File: src/rtl/bouncing_box_renderer.sv
// Pixel-colour stage for an 800x600 VGA timing: bordered background plus a square
// that steps once per frame and bounces off the active-area edges.
module bouncing_box_renderer #(
  parameter int unsigned H_ACTIVE      = 32'd800,
  parameter int unsigned V_ACTIVE      = 32'd600,
  parameter int unsigned BOX_SIZE      = 32'd32,
  parameter int unsigned STEP          = 32'd2,
  parameter int unsigned BORDER        = 32'd4,
  parameter logic [23:0] BOX_COLOUR    = 24'hFF0000,
  parameter logic [23:0] BORDER_COLOUR = 24'hFFFFFF,
  parameter logic [23:0] BG_COLOUR     = 24'h000040
) (
  input  logic        Clock,
  input  logic        Reset,
  input  logic        Enable,
  input  logic [10:0] nextX,
  input  logic [9:0]  nextY,
  input  logic        blank_n_in,
  input  logic        hSync_n_in,
  input  logic        vSync_n_in,
  input  logic        sync_n_in,
  output logic [7:0]  red,
  output logic [7:0]  green,
  output logic [7:0]  blue,
  output logic        blank_n,
  output logic        hSync_n,
  output logic        vSync_n,
  output logic        sync_n,
  output logic        frameTick,
  output logic [7:0]  bounceCount
);

  localparam logic [10:0] X_LIMIT     = 11'(H_ACTIVE - BOX_SIZE);
  localparam logic [9:0]  Y_LIMIT     = 10'(V_ACTIVE - BOX_SIZE);
  localparam logic [11:0] STEP_W12    = 12'(STEP);
  localparam logic [10:0] STEP_W11    = 11'(STEP);
  localparam logic [9:0]  STEP_W10    = 10'(STEP);
  localparam logic [11:0] BOX_W12     = 12'(BOX_SIZE);
  localparam logic [10:0] BOX_W11     = 11'(BOX_SIZE);
  localparam logic [10:0] BORDER_X_LO = 11'(BORDER);
  localparam logic [10:0] BORDER_X_HI = 11'(H_ACTIVE - BORDER);
  localparam logic [9:0]  BORDER_Y_LO = 10'(BORDER);
  localparam logic [9:0]  BORDER_Y_HI = 10'(V_ACTIVE - BORDER);

  logic [10:0] box_x_r;
  logic [9:0]  box_y_r;
  logic        dir_x_r;
  logic        dir_y_r;
  logic        vs_prev_r;

  logic        tick_s;
  logic [11:0] sum_x_s;
  logic [10:0] sum_y_s;
  logic [10:0] next_box_x_s;
  logic [9:0]  next_box_y_s;
  logic        next_dir_x_s;
  logic        next_dir_y_s;
  logic        flip_x_s;
  logic        flip_y_s;
  logic        in_box_s;
  logic        in_border_s;
  logic [23:0] colour_s;

  assign tick_s = vs_prev_r & ~vSync_n_in;

  // Horizontal step with clamp-and-reverse at either edge; wide sum keeps it wrap-free
  always_comb begin
    sum_x_s      = {1'b0, box_x_r} + STEP_W12;
    next_box_x_s = box_x_r;
    next_dir_x_s = dir_x_r;
    flip_x_s     = 1'b0;
    if (dir_x_r) begin
      if (sum_x_s >= {1'b0, X_LIMIT}) begin
        next_box_x_s = X_LIMIT;
        next_dir_x_s = 1'b0;
        flip_x_s     = 1'b1;
      end else begin
        next_box_x_s = sum_x_s[10:0];
      end
    end else begin
      if (box_x_r <= STEP_W11) begin
        next_box_x_s = 11'd0;
        next_dir_x_s = 1'b1;
        flip_x_s     = 1'b1;
      end else begin
        next_box_x_s = box_x_r - STEP_W11;
      end
    end
  end

  // Vertical step, same rule as horizontal
  always_comb begin
    sum_y_s      = {1'b0, box_y_r} + STEP_W11;
    next_box_y_s = box_y_r;
    next_dir_y_s = dir_y_r;
    flip_y_s     = 1'b0;
    if (dir_y_r) begin
      if (sum_y_s >= {1'b0, Y_LIMIT}) begin
        next_box_y_s = Y_LIMIT;
        next_dir_y_s = 1'b0;
        flip_y_s     = 1'b1;
      end else begin
        next_box_y_s = sum_y_s[9:0];
      end
    end else begin
      if (box_y_r <= STEP_W10) begin
        next_box_y_s = 10'd0;
        next_dir_y_s = 1'b1;
        flip_y_s     = 1'b1;
      end else begin
        next_box_y_s = box_y_r - STEP_W10;
      end
    end
  end

  // Pixel classification; the box wins over the border
  always_comb begin
    in_box_s = ({1'b0, nextX} >= {1'b0, box_x_r}) &&
               ({1'b0, nextX} <  ({1'b0, box_x_r} + BOX_W12)) &&
               ({1'b0, nextY} >= {1'b0, box_y_r}) &&
               ({1'b0, nextY} <  ({1'b0, box_y_r} + BOX_W11));
    in_border_s = (nextX < BORDER_X_LO) || (nextX >= BORDER_X_HI) ||
                  (nextY < BORDER_Y_LO) || (nextY >= BORDER_Y_HI);
    if (!blank_n_in) begin
      colour_s = 24'h000000;
    end else if (in_box_s) begin
      colour_s = BOX_COLOUR;
    end else if (in_border_s) begin
      colour_s = BORDER_COLOUR;
    end else begin
      colour_s = BG_COLOUR;
    end
  end

  // Frame-edge detect, box motion and bounce counter
  always_ff @(posedge Clock or posedge Reset) begin
    if (Reset) begin
      box_x_r     <= 11'd0;
      box_y_r     <= 10'd0;
      dir_x_r     <= 1'b1;
      dir_y_r     <= 1'b1;
      vs_prev_r   <= 1'b1;
      frameTick   <= 1'b0;
      bounceCount <= 8'd0;
    end else begin
      vs_prev_r <= vSync_n_in;
      frameTick <= tick_s;
      if (tick_s && Enable) begin
        box_x_r <= next_box_x_s;
        box_y_r <= next_box_y_s;
        dir_x_r <= next_dir_x_s;
        dir_y_r <= next_dir_y_s;
        if (flip_x_s || flip_y_s) begin
          bounceCount <= bounceCount + 8'd1;
        end
      end
    end
  end

  // Colour and delayed controller strobes, kept aligned for the DAC
  always_ff @(posedge Clock or posedge Reset) begin
    if (Reset) begin
      red     <= 8'd0;
      green   <= 8'd0;
      blue    <= 8'd0;
      blank_n <= 1'b0;
      hSync_n <= 1'b1;
      vSync_n <= 1'b1;
      sync_n  <= 1'b1;
    end else begin
      red     <= colour_s[23:16];
      green   <= colour_s[15:8];
      blue    <= colour_s[7:0];
      blank_n <= blank_n_in;
      hSync_n <= hSync_n_in;
      vSync_n <= vSync_n_in;
      sync_n  <= sync_n_in;
    end
  end

endmodule

File: config.mk
export PLATFORM = sky130hd
export DESIGN_NAME = bouncing_box_renderer
export DESIGN_NICKNAME = d
export VERILOG_FILES = /design/src/rtl/bouncing_box_renderer.sv
export SDC_FILE = /design/constraint.sdc
export NUM_CORES = 1
export LEC_CHECK = 0
export CAP_MARGIN = 0
export CORE_MARGIN = 2
export CORE_UTILIZATION = 43
export DETAILED_ROUTE_END_ITERATION = 10
export GPL_ROUTABILITY_DRIVEN = 0
export GPL_TIMING_DRIVEN = 0
export PLACE_DENSITY = 0.81
export SETUP_SLACK_MARGIN = 0.5
export SKIP_LAST_GASP = 1
export SYNTH_ARGS = -nofsm -noshare
export SYNTH_HDL_FRONTEND = slang
export SYNTH_SLANG_ARGS = --single-unit
File: constraint.sdc
create_clock -name Clock -period 2.55 [get_ports Clock]
set_clock_uncertainty 0.2 [all_clocks]
set_input_delay 0.6375 -clock Clock [delete_from_list [all_inputs] [get_ports Clock]]
set_output_delay 0.6375 -clock Clock [all_outputs]
set_load 0.02 [all_outputs]
== Word-level counts from Yosys, hierarchy flattened ==
Cells that the tools add are included.

* Multiplexer cells: 19
* Reductions and logical operators: 9
* Magnitude comparators: 12
* Bitwise logic cells: 2
* Add/subtract/negate cells: 7

{| class="wikitable"
|+ Operators with widths
! cell !! number
|-
| two-way mux 24 bit || 3
|-
| two-way mux 11 bit || 3
|-
| two-way mux 10 bit || 3
|-
| greater-or-equal comparator 11 x 10 -> 1 bit, second input constant || 2
|-
| adder 11 x 2 -> 12 bit, second input constant || 1
|-
| adder 11 x 6 -> 12 bit, second input constant || 1
|-
| greater-or-equal comparator 12 x 10 -> 1 bit, second input constant || 1
|-
| less-than comparator 11 x 12 -> 1 bit || 1
|-
| adder 10 x 2 -> 11 bit, second input constant || 1
|-
| adder 10 x 6 -> 11 bit, second input constant || 1
|-
| greater-or-equal comparator 11 bit || 1
|-
| <= comparator 11 x 2 -> 1 bit, second input constant || 1
|-
| less-than comparator 10 x 11 -> 1 bit || 1
|-
| less-than comparator 11 x 3 -> 1 bit, second input constant || 1
|-
| subtractor 11 x 2 -> 11 bit, second input constant || 1
|-
| greater-or-equal comparator 10 bit || 1
|-
| greater-or-equal comparator 10 bit, second input constant || 1
|-
| <= comparator 10 x 2 -> 1 bit, second input constant || 1
|-
| less-than comparator 10 x 3 -> 1 bit, second input constant || 1
|-
| two-way mux 1 bit || 10
|-
| subtractor 10 x 2 -> 10 bit, second input constant || 1
|-
| adder 8 x 1 -> 8 bit, second input constant || 1
|-
| logical AND 1 bit || 4
|-
| logical OR 1 bit || 4
|-
| other kinds (3) || 3
|}

* Word-level logic and storage cells: 62
* Flip-flop bits (word level): 60
* Output and inout port bits: 37
* Input port bits: 28

== Depth between registers and ports, before layout ==
* Depth after elaboration: 7
* Depth in mapped cells: 12
* Depth with buffers taken out: 11

== Worst setup path before layout ==
Ideal clock, no wire load.

* Path type: register to register
* From: register box_y_r[1]
* To: register bounceCount[1]
* Clock period less this slack: 2,718 ps
* Path buffers: 0
* Required time: 2,225 ps
* Data arrival time: 2,393 ps
* Library setup time: 125 ps
* Path slack: -168 ps
* Stages on the path, launching flop included: 9
* Cell sequence: dfrtp_1 ha_1 nand4_2 or3_1 o21ai_1 nand3_2 a31o_4 a21oi_1 mux2_2

* Cells in the longest elaborated chain, start to end: 6
* Elaborated cells on any way between the ends: 8
* Those cells by class: 1 x add/sub; 2 x order compare; 3 x mux; 2 x reduce/logical

{| class="wikitable"
|+ RTL lines
! item !! line !! RTL
|-
| start, declared || 46 || <nowiki>logic [9:0] box_y_r;</nowiki>
|-
| start signal, assigned || 150 || <nowiki>box_y_r <= next_box_y_s;</nowiki>
|-
| adder 10 x 2 -> 11 bit || 93 || <nowiki>sum_y_s = {1'b0, box_y_r} + STEP_W11;</nowiki>
|-
| greater-or-equal comparator 11 x 10 -> 1 bit || 98 || <nowiki>if (sum_y_s >= {1'b0, Y_LIMIT}) begin</nowiki>
|-
| two-way mux 1 bit || 98 ||
|-
| two-way mux 1 bit * || 97 || <nowiki>if (dir_y_r) begin</nowiki>
|-
| logical OR 1 bit * || 153 || <nowiki>if (flip_x_s || flip_y_s) begin</nowiki>
|-
| AND reduction 2 bit (no source line) * || -- ||
|-
| end signal, assigned || 154 || <nowiki>bounceCount <= bounceCount + 8'd1;</nowiki>
|-
| end, declared || 30 || <nowiki>output logic [7:0] bounceCount</nowiki>
|}

Every way passes the cells marked *; elsewhere a longest branch is shown, timed or not.
A chain may end at the register's enable or synchronous reset.

== Worst setup path after layout ==
* From: register box_y_r[5]
* To: register bounceCount[6]

The elaborated chain is that of the path after synthesis.

==> flow_metrics.py <==
metrics = {
    "run_status": {
        "status": "finished, violations left",
        "violations": "setup timing",
    },
    "sta": {
        "finalMaxSlewViolations": 0,
        "fin_hold_ws_ns": 0.306,
        "finalCritPeriodShare_pct": 104,
        "worst_slack_ns": -0.111,
        "finalCriticalPeriod_ns": 2.66,
        "fmax_mhz": 376,
        "relSlewSlack_pct": 45.6,
        "setup_violations": 9,
        "worst_pin_slew_ns": 0.815,
        "rsz0062_at_grt": "yes",
        "timing.final.hold_violations": 0,
    },
    "synthesis": {
        "yosysMostFrequentCell": "ha_1",
        "synth_area_sq_um": 3490,
        "async_flop_share_pct": 100,
        "synth_nets": 483,
        "synth_edf_count": 0,
        "ys.flop_type": "dfrtp_1",
        "synth_cells": 414,
        "synth_warnings": 0,
        "synth_common_cells": "ha_1, o21ai_0, dfrtp_1, inv_1, a21oi_1",
        "yosysTopAreaCellShare_pct": 22.9,
        "synth.distinct_cells": 61,
        "yosys.area.top_type": "dfrtp_1",
        "synth-seq-area-share_pct": 26.7,
        "avgSynthCellArea_sq_um": 8.43,
        "yosys-top-cells-area": "dfrtp_1, ha_1, o21ai_0, buf_4, a21oi_1",
        "ys_seq_elements": 37,
    },
    "routing": {
        "drtAntennaViolNets": 0,
        "vias": 4341,
        "vias_per_cell": 6.52,
        "first_iter_violations": 449,
        "drc": 0,
        "drt-total-wl_microns": 14300,
        "wl_per_cell_microns": 21.5,
        "drtPass1Iterations": 6,
    },
    "hold_path": {
        "hold_depth": 1,
        "min_from": "bounceCount[7]",
        "min_path_type": "reg2reg",
        "hold_end": "bounceCount[7]",
    },
    "power_and_ir_drop": {
        "power-per-cell-area_nw_per_um2": 1130,
        "internal-power_mw": 3.31,
        "p_comb_share_pct": 74.6,
        "power_frac_seq_pct": 16.5,
        "swShare_pct": 48.1,
        "leakage_nw": 2.43,
        "vdd_ir_drop_max_v": 0.000464,
        "clockPowerShare_pct": 8.9,
        "power_switching_mw": 3.07,
    },
    "setup_path": {
        "start_kind": "flip-flop",
        "cp.arrival_ns": 2.68,
        "cp_max_fo": 7,
        "worstReg2RegEnd": "bounceCount[6]",
        "regToRegStartpoint": "box_y_r[5]",
        "r2r_slack_ns": -0.11,
        "path_class": "reg2reg",
        "required_ns": 2.56,
        "r2r_cells": 10,
        "cp-end-kind": "flip-flop",
    },
    "grt": {
        "met1_usage_pct": 30.5,
        "global_route.usage.met2_pct": 46.2,
        "grt_pass1_vias": 3841,
        "use_met3_pct": 4.25,
        "top_usage_layer": "met2",
        "grt_antenna_before_repair": 0,
        "grt_pass1_wl_microns": 18300,
        "gr-total-overflow": 0,
        "grt_max_degree": 38,
        "groute.usage.overall_pct": 25.7,
    },
    "clock_tree": {
        "cts_buffer_depth": 2,
        "cts_inserted_buffers": 5,
        "tritoncts": "built",
        "insertion_delay_ns": 0.31,
        "htreeDepth": 2,
        "path_clk_slew_ns": 0.09,
        "cts.sinks": 37,
        "root_buffer": "clkbuf_8",
        "ctsHoldBuffers": 0,
    },
    "layout": {
        "area_growth_pct": 62.4,
        "n_fill_cell": 491,
        "diodes": 0,
        "drive_gt1_share_pct": 46.3,
        "final_cells": 666,
        "nets": 632,
    },
    "floorplanning": {
        "ioPinCount": 65,
        "dieArea_sq_um": 8850,
        "rows": 32,
        "initial_core_util_pct": 44.7,
        "die_x_microns": 94.1,
        "coreArea_sq_um": 7810,
        "die_height_microns": 94.1,
    },
    "placed_design": {
        "place_inst": 578,
        "numPortBuffers": 62,
        "dp_hpwl_microns": 7020,
    },
    "job": {
        "cap_violations": 0,
    },
}
flip-flops by register name (all words and copies together), names as in the netlist, 2 cells and up:
signal and cells:
box_x_r 10, blue 2, box_y_r 9, bounceCount 8
area by class of cell:
| cell class | count | area (sq um) | share of cell area [%] |
|---|---|---|---|
| clock inverters | 2 | 37.5 | 0.662 |
| clock buffers | 6 | 82.6 | 1.46 |
| well taps | 102 | 128 | 2.25 |
| inverters | 30 | 135 | 2.38 |
| flip-flops and latches | 37 | 950 | 16.8 |
| plain buffers | 38 | 323 | 5.69 |
| repair buffers | 142 | 1230 | 21.7 |
| multi-input cells | 309 | 2780 | 49.1 |
worst max-delay path, stage by stage (launching register included):
cell      delay [ns]
dfrtp_2         0.47
buf_6           0.13
ha_4            0.15
nand4_4         0.08
or3_4           0.36
o21ai_2         0.14
nand3_2         0.12
a31o_4          0.30
buf_4           0.16
a211oi_2        0.23
xor2_1          0.21
cells in the final DEF, fill, tap and decap left out, types with 7 or more instances in the layout:
| cell type | netlist | routed |
|---|---|---|
| a21oi_1 | 27 | 18 |
| a21oi_2 | 1 | 8 |
| a31oi_1 | 10 | 8 |
| buf_2 | 5 | 16 |
| buf_4 | 22 | 86 |
| buf_6 | 1 | 14 |
| clkdlybuf4s50_1 | 0 | 22 |
| dfrtp_1 | 32 | 18 |
| dfrtp_2 | 0 | 14 |
| dlygate4sd2_1 | 0 | 16 |
| ha_1 | 41 | 32 |
| ha_4 | 0 | 8 |
| inv_1 | 28 | 18 |
| nand2_1 | 25 | 20 |
| nand3_1 | 19 | 15 |
| nand4_1 | 8 | 8 |
| nor2_1 | 21 | 15 |
| o21a_1 | 8 | 8 |
| o21ai_0 | 34 | 13 |
| o21ai_1 | 1 | 16 |
| xnor2_1 | 9 | 9 |
| xor2_1 | 7 | 7 |
power by group through the flow:
stage               Combinational [mW]  Sequential [mW]  Clock (mW)
floorplan                         1.96             1.02           0
global placement                  2.57             1.04           0
detailed placement                2.67             1.05           0
CTS                               3.70             1.01       0.563
global route                      4.99             1.08       0.602
finish                            4.77             1.06       0.566
worst max-delay path by stage:
stage | start | endpoint | slack (ns)
floorplan | box_y_r[5] | bounceCount[1] | 0.11
global route | box_y_r[5] | box_y_r[6] | -0.24
CTS | box_y_r[5] | bounceCount[1] | -0.03
global placement | nextY[1] | blue[5] | -0.49
finish | box_y_r[5] | bounceCount[6] | -0.11
detailed placement | nextY[1] | blue[6] | -0.51
repair_timing:
item,CTS,global route
buffers inserted,45,33
hold endpoints to repair,0,0
gates cloned,2,0
resized for setup,178,86
endpoints found under the setup margin,68,42
pin swaps,38,40
logic make-up (layout without fill, tap and decap cells):
| logic type | after synthesis | in the layout | share of synthesized area (%) |
|---|---|---|---|
| flip-flops | 37 | 37 | 26.7 |
| AND/OR/NAND/NOR | 115 | 115 | 17.4 |
| buffers and inverters | 68 | 218 | 10.1 |
| AO/OA/AOI/OAI | 136 | 136 | 26.8 |
| multiplexers | 1 | 1 | 0.323 |
| adder cells (fa/ha/maj) | 41 | 41 | 14.7 |
| XOR/XNOR | 16 | 16 | 4.01 |
layer usage:
layer / share of wire [%] / vias to the layer above
li1: - / 1820
met1: 35 / 2054
met2: 49 / 344
met3: 8.4 / 123
met4: 6.9 / 0
met5: 0 / -
metrics by stage:
step                      setup WS, ns  TNS (ns)  instance area, sq um  utilization (%)  power [mW]
after floorplan                  0.105         0                  3630                -        2.98
after global placement          -0.488     -2.88                  4380             56.1        3.60
after detailed placement        -0.514     -2.96                  4380             56.1        3.72
after CTS                      -0.0270   -0.0560                  5110             65.5        5.28
after global routing            -0.235     -1.82                  5670             72.6        6.67
final                           -0.111    -0.467                  5670             72.6        6.39
(Power assumes the default switching activity.)
